--- src/rtl/load_store_unit.sv ---
// load_store_unit: RV32I load/store sequencer in front of a word-wide memory.
// Sub-word stores use read-modify-write; loads are sign/zero extended.
// Optional misalignment trap: define LSU_MISALIGN_TRAP_EN.
module load_store_unit #(
  parameter int unsigned MEM_RD_LAT = 1
) (
  input  logic        clk,
  input  logic        rst,
  input  logic        req_valid,
  output logic        req_ready,
  input  logic        req_we,
  input  logic [2:0]  req_funct3,
  input  logic [31:0] req_addr,
  input  logic [31:0] req_wdata,
  output logic        resp_valid,
  output logic [31:0] resp_rdata,
  output logic        resp_fault,
  output logic        mem_we,
  output logic [31:0] mem_addr,
  output logic [31:0] mem_wd,
  input  logic [31:0] mem_rd
);

  if (MEM_RD_LAT != 1) begin : g_lat_check
    $error("load_store_unit supports MEM_RD_LAT == 1 only");
  end

  typedef enum logic [2:0] {IDLE, RD, RD_DATA, WR, RESP} state_t;

  state_t      state, next_state;
  logic [31:0] addr_q;
  logic [31:0] wdata_q;
  logic [31:0] word_q;
  logic [31:0] rdata_q;
  logic        we_q;
  logic [2:0]  funct3_q;
  logic        misaligned;
  logic [31:0] merged;
  logic [31:0] extracted;
  logic [31:0] byte_sh;
  logic [31:0] half_sh;
  logic        accept;

  assign accept = (state == IDLE) && req_valid;

`ifdef LSU_MISALIGN_TRAP_EN
  logic fault_q;

  // Misalignment is judged on the live request so a trap can skip memory entirely.
  always_comb begin
    misaligned = 1'b0;
    if (req_funct3[1:0] == 2'b01)
      misaligned = req_addr[0];
    else if (req_funct3[1])
      misaligned = (req_addr[1:0] != 2'b00);
  end

  // Remember whether the accepted request trapped.
  always_ff @(posedge clk or posedge rst) begin
    if (rst)
      fault_q <= 1'b0;
    else if (accept)
      fault_q <= misaligned;
  end

  assign resp_fault = (state == RESP) && fault_q;
`else
  // Without the trap, low address bits beyond the access size are simply ignored.
  assign misaligned = 1'b0;
  assign resp_fault = 1'b0;
`endif

  // State register.
  always_ff @(posedge clk or posedge rst) begin
    if (rst)
      state <= IDLE;
    else
      state <= next_state;
  end

  // Next-state logic; word stores skip the read, traps skip memory.
  always_comb begin
    next_state = state;
    unique case (state)
      IDLE: begin
        if (req_valid) begin
          if (misaligned)
            next_state = RESP;
          else if (req_we && req_funct3[1])
            next_state = WR;
          else
            next_state = RD;
        end
      end
      RD:      next_state = RD_DATA;
      RD_DATA: next_state = we_q ? WR : RESP;
      WR:      next_state = RESP;
      RESP:    next_state = IDLE;
      default: next_state = IDLE;
    endcase
  end

  // Capture request fields at acceptance and the read word in RD_DATA.
  always_ff @(posedge clk or posedge rst) begin
    if (rst) begin
      addr_q   <= '0;
      wdata_q  <= '0;
      we_q     <= 1'b0;
      funct3_q <= '0;
      word_q   <= '0;
    end else begin
      if (accept) begin
        addr_q   <= req_addr;
        wdata_q  <= req_wdata;
        we_q     <= req_we;
        funct3_q <= req_funct3;
      end
      if (state == RD_DATA)
        word_q <= mem_rd;
    end
  end

  // Response data register: loaded on entry to RESP, held otherwise.
  always_ff @(posedge clk or posedge rst) begin
    if (rst)
      rdata_q <= '0;
    else if (state == RD_DATA && !we_q)
      rdata_q <= extracted;
    else if (state == WR || (accept && misaligned))
      rdata_q <= '0;
  end

  assign byte_sh = mem_rd >> {addr_q[1:0], 3'b000};
  assign half_sh = mem_rd >> {addr_q[1], 4'b0000};

  // Load lane selection and extension from the word arriving in RD_DATA.
  always_comb begin
    extracted = mem_rd;
    unique case (funct3_q)
      3'b000:  extracted = {{24{byte_sh[7]}}, byte_sh[7:0]};
      3'b100:  extracted = {24'h0, byte_sh[7:0]};
      3'b001:  extracted = {{16{half_sh[15]}}, half_sh[15:0]};
      3'b101:  extracted = {16'h0, half_sh[15:0]};
      default: extracted = mem_rd;
    endcase
  end

  // Store merge of new data into the previously read word.
  always_comb begin
    merged = word_q;
    unique case (funct3_q[1:0])
      2'b00:   merged[{addr_q[1:0], 3'b000} +: 8] = wdata_q[7:0];
      2'b01:   merged[{addr_q[1], 4'b0000} +: 16] = wdata_q[15:0];
      default: merged = wdata_q;
    endcase
  end

  // Outputs decoded from state so reset clears them immediately.
  always_comb begin
    req_ready  = (state == IDLE);
    resp_valid = (state == RESP);
    resp_rdata = rdata_q;
    mem_we     = 1'b0;
    mem_addr   = '0;
    mem_wd     = '0;
    if (state == RD || state == RD_DATA || state == WR)
      mem_addr = {addr_q[31:2], 2'b00};
    if (state == WR) begin
      mem_we = 1'b1;
      mem_wd = merged;
    end
  end

endmodule

--- config.mk ---
export PLATFORM = sky130hd
export DESIGN_NAME = load_store_unit
export DESIGN_NICKNAME = d
export VERILOG_FILES = /design/src/rtl/load_store_unit.sv
export SDC_FILE = /design/constraint.sdc
export NUM_CORES = 1
export LEC_CHECK = 0
export BUFFER_PORTS_ARGS = -buffer_cell sky130_fd_sc_hd__buf_2
export CAP_MARGIN = 25
export CORE_UTILIZATION = 53
export CTS_CLUSTER_SIZE = 20
export DETAILED_ROUTE_END_ITERATION = 7
export GPL_TIMING_DRIVEN = 0
export PLACE_DENSITY = 0.79
export SLEW_MARGIN = 20
export SYNTH_ARGS = -nofsm -noshare
export SYNTH_HDL_FRONTEND = slang
export SYNTH_SLANG_ARGS = --single-unit
--- constraint.sdc ---
create_clock -name clk -period 4.9 [get_ports clk]
set_clock_uncertainty 0.2 [all_clocks]
set_input_delay 0.735 -clock clk [delete_from_list [all_inputs] [get_ports clk]]
set_output_delay 0.735 -clock clk [all_outputs]
set_load 0.05 [all_outputs]
# Word level (Yosys, flattened, before mapping)
# Index checks and enable logic that the tools add are counted.
dict set report word_totals {
  ff_bits 135
  output_inout_bits 100
  word_cells 47
}
dict set report classes {
  addsub 2
  eq_ne 9
  shift 6
  muxes 13
  reduce_logical 10
}
# operator n
set ops {}
lappend ops {{$mux W32} 4}
lappend ops {{$pmux W32 S4} 1}
lappend ops {{$bwmux W32} 2}
lappend ops {{$pmux W32 S2} 1}
lappend ops {{$shift A16 B7 Y32 const A} 1}
lappend ops {{$shift A8 B7 Y32 const A} 1}
lappend ops {{$shiftx A16 B7 Y32} 1}
lappend ops {{$shiftx A8 B7 Y32} 1}
lappend ops {{$shr A32 B5 Y16} 1}
lappend ops {{$shr A32 B5 Y8} 1}
lappend ops {{$neg A5 Y7} 2}
lappend ops {{$pmux W3 S4} 1}
lappend ops {{$eq A3 B3 Y1 const B} 3}
lappend ops {{$eq A3 B1 Y1 const B} 2}
lappend ops {{$eq A3 B2 Y1 const B} 2}
lappend ops {{$logic_not A3 Y1} 2}
lappend ops {{$mux W3} 2}
lappend ops {{$logic_and A1 B1 Y1} 3}
lappend ops {{$eq A2 B1 Y1 const B} 1}
lappend ops {{$logic_not A2 Y1} 1}
lappend ops {{$logic_or A1 B1 Y1} 2}
lappend ops {{$mux W2} 1}
lappend ops {{$ne A2 B2 Y1 const B} 1}
lappend ops {{$reduce_bool A2 Y1} 1}
lappend ops {{other kinds (2)} 2}

# Depth between registers and ports, before layout
dict set report logic_depth {
  ltp_word 5
  depth_mapped 8
  depth_no_buf 6
}

# Worst setup path after synthesis
# OpenSTA, ideal clock, no wires.
dict set report synth_path {
  path_kind {register to output}
  from {register addr_q[1]}
  to {output port mem_wd[0]}
  arrival_ns 3.206
  slack_ns 0.759
  stages_incl_launch_ff 9
  path_buffers 2
  cell_sequence {dfrtp_1 clkinv_1 clkbuf_1 ha_1 clkbuf_1 nand2_1 nor3_1 o21ai_0 a221oi_1}
}
dict set report synth_via {
  elab_chain_len 5
}
# element line_no
set synth_lines {}
lappend synth_lines {{from (decl)} 31} ;# logic [31:0] addr_q;
lappend synth_lines {{from (signal assigned)} 113} ;# addr_q <= req_addr;
lappend synth_lines {{$neg A5 Y7, on equally long branches} {153, 152}}
lappend synth_lines {{$shiftx A16 B7 Y32, or another cell as far along} 153} ;# 2'b01: merged[{addr_q[1], 4'b0000} +: 16] = wdata_q[15:0];
lappend synth_lines {{$bwmux W32, on equally long branches} {153, 152}}
lappend synth_lines {{$pmux W32 S2 *} 151} ;# unique case (funct3_q[1:0])
lappend synth_lines {{$mux W32 *} 168} ;# if (state == WR) begin
lappend synth_lines {{to (decl)} 20} ;# output logic [31:0] mem_wd,
# Mark *: on every way between the ends. The rest lies on a longest branch, timed or not.

# Final worst setup path
dict set report layout_path {
  from {register addr_q[1]}
  to {output port mem_wd[7]}
}
# Same word-level chain as after synthesis.

==> results.json <==
{
  "status": "finished clean",
  "yosysWarnings": 0,
  "grt-ovfl-total": 0,
  "rows": 41,
  "fin_ws_ns": 0.166,
  "die_h_um": 118,
  "fin_crit_sh": 0.966,
  "io_pins": 203,
  "mostFrequentLayoutCell": "buf_2",
  "drv_cap": 0,
  "cp_max_fo": 12,
  "die_x_um": 118,
  "postPlaceCellArea_um2": 8350,
  "synth_flop_cell": "dfrtp_1",
  "power_frac_clock": 0.160,
  "synth_top_area_share": 0.476,
  "rr_worst_depth": 5,
  "power_switching_mw": 3.51,
  "yosys.area.top_type": "dfrtp_1",
  "grt_use_total": 0.327,
  "tightest_slew_ns": 0.736,
  "synthArstFlopShare": 1.00,
  "max-vdd-ir-drop_uv": 623,
  "p_per_area_nw_per_um2": 818,
  "cts_tree": "done",
  "rrSetupSlack_ns": 2.37,
  "clock-sinks": 135,
  "max_freq_ghz": 0.211,
  "cts_root_buf": "clkbuf_16",
  "place_congestion": 0.919,
  "drc": 0,
  "cp_common_cell": "clkbuf_1",
  "coreArea_um2": 12800,
  "mostFrequentLayoutCells": "buf_2 (213), dfrtp_1 (135), mux2_2 (93), o21ai_0 (52), nand2_1 (45)",
  "ant_nets": 0,
  "syn_area_um2": 7100,
  "cts_buffer_depth": 2,
  "grt_max_degree": 74,
  "ys_types": 42,
  "comb_power_share": 0.548,
  "numCtsBuffers": 17,
  "crit_type": "reg -> out",
  "finalCriticalPeriod_ns": 4.73,
  "insertedDiodeCount": 0,
  "ys_ff_latch": 135,
  "critPathRequiredTime_ns": 3.96,
  "slew_violations": 0,
  "crit_arrival_ns": 3.80,
  "firstDrtPassIters": 6,
  "wirelength_um": 22200,
  "cp_cell_sequence": "clkinv_1 -> clkbuf_1 -> ha_1 -> clkbuf_1 -> nand2_1 -> nor3_2 -> o21ai_0 -> a221oi_1 -> buf_2",
  "seqPwrFrac": 0.292,
  "dp_hpwl_um": 16500,
  "antenna_found_initial": 0,
  "setup_tns_ns": 0,
  "pre_cts_slack_ns": 0.503,
  "synth-edff-count": 0,
  "relSlewSlack": 0.505,
  "startpoint_type": "flip-flop",
  "grt_pass1_vias": 6449,
  "setup_viol": 0,
  "num_vias": 6499,
  "netlist_instances": 647,
  "crit_slowest_cell": "clkbuf_1",
  "cts_max_level": 4,
  "r2r_start": "state[0]",
  "postSynthAreaPerCell_um2": 11.0,
  "viasPerCell": 6.21,
  "clock_latency_ns": 0.42,
  "synth-seq-area-share": 0.476,
  "io_buffers": 199,
  "endpoint_kind": "output port",
  "fillers": 985,
  "drt-initial-drc-count": 626,
  "hold_viol": 0,
  "power_mw": 7.27,
  "detail_route.wl_per_cell_um": 21.2,
  "yosys-top-cells-area": "dfrtp_1 (48%), mux2_2 (15%), o21ai_0 (3.7%)",
  "initial_core_util": 0.554,
  "max_stage_delay_ns": 0.56,
  "clkSlewWorstSetupHoldPaths_ns": 0.05,
  "final_cell_area_um2": 8890,
  "syn_to_final_growth_pct": 25.2,
  "p_leak_nw": 4.17,
  "nets": 976,
  "final_layout_size_suffix_gt1_frac": 0.409,
  "reg2reg_to": "resp_rdata[21]",
  "fin_cells": 1047,
  "post-place-cells": 1021,
  "dieArea_um2": 13900,
  "hold_buffers": 0,
  "intPower_mw": 3.76,
  "hold_class": "in -> async",
  "whs_ns": 0.138,
  "grt_first_pass_wirelength_um": 34900,
  "swShare": 0.483,
  "post-route-util": 0.693
}
worst max-delay path: cells and delay by family, from the launching register on:
family,cells,cell delay (ns)
and+or+nand+nor,2,0.53
adders and majority gates,1,0.30
DFF,1,0.46
AOI/OAI and AO/OA,2,0.57
buffers and inverters,4,1.50
power by group through the flow:
stage          logic (mW)  registers [mW]  clock network (mW)
6_report             3.98            2.13                1.16
3_3_place_gp         3.81            2.09                   0
2_1_floorplan        2.74            2.27                   0
3_5_place_dp         3.91            2.13                   0
4_1_cts              3.94            2.11                1.17
5_1_grt              4.22            2.19                1.22
sequential cells by signal (all words and copies together) (netlist names):
register    cells
wdata_q        32
state           3
we_q            1
word_q         32
funct3_q        3
resp_rdata     32
addr_q         32
metal layers:
metal  up-vias  part of all wire  global-route usage
met5         -                 0                   0
met4         0             0.035               0.147
met3        71             0.092              0.0698
met2       421              0.47               0.518
met1      3147              0.40               0.430
li1       2860                 -                   -
cell families after synthesis:
group	Yosys count	share of synthesized area
AO/OA/AOI/OAI	184	0.201
AND/OR/NAND/NOR	136	0.100
flip-flops	135	0.476
multiplexers	105	0.164
buffers and inverters	81	0.0490
adder cells (fa/ha/maj)	5	0.00881
other	1	0.000528
timing repair:
action,4_1_cts,5_1_grt
setup endpoints to repair,0,13
resized for setup,0,2
buffers inserted,0,0
cell type report:
class	instances	area [µm²]	share of cell area
inverters	29	116	0.0131
clock buffers	21	470	0.0529
clock inverters	5	52.6	0.00591
flip-flops and latches	135	3380	0.380
multi-input cells	433	3390	0.382
plain buffers	52	239	0.0269
repair buffers	200	1020	0.115
well taps	172	215	0.0242
cell usage after synthesis, drive strengths merged, types with 9 or more instances:
master    n
a221o    24
a221oi   21
a22o     16
a32o     13
a32oi    14
and2     33
buf      24
clkbuf   28
dfrtp   135
inv      26
mux2     93
mux2i    12
nand2    45
nand2b    9
nand3    11
nor2     15
nor3     12
o21ai    52
o22ai    24
how the worst max path moves through the flow:
stage,end,start,depth (start not counted)
2_1_floorplan,addr_q[0],rst,1
3_3_place_gp,resp_rdata[17],rst,2
3_5_place_dp,mem_wd[7],addr_q[1],9
4_1_cts,mem_wd[7],addr_q[1],9
5_1_grt,mem_wd[2],addr_q[1],9
6_report,mem_wd[7],addr_q[1],9
(Power assumes the default switching activity.)
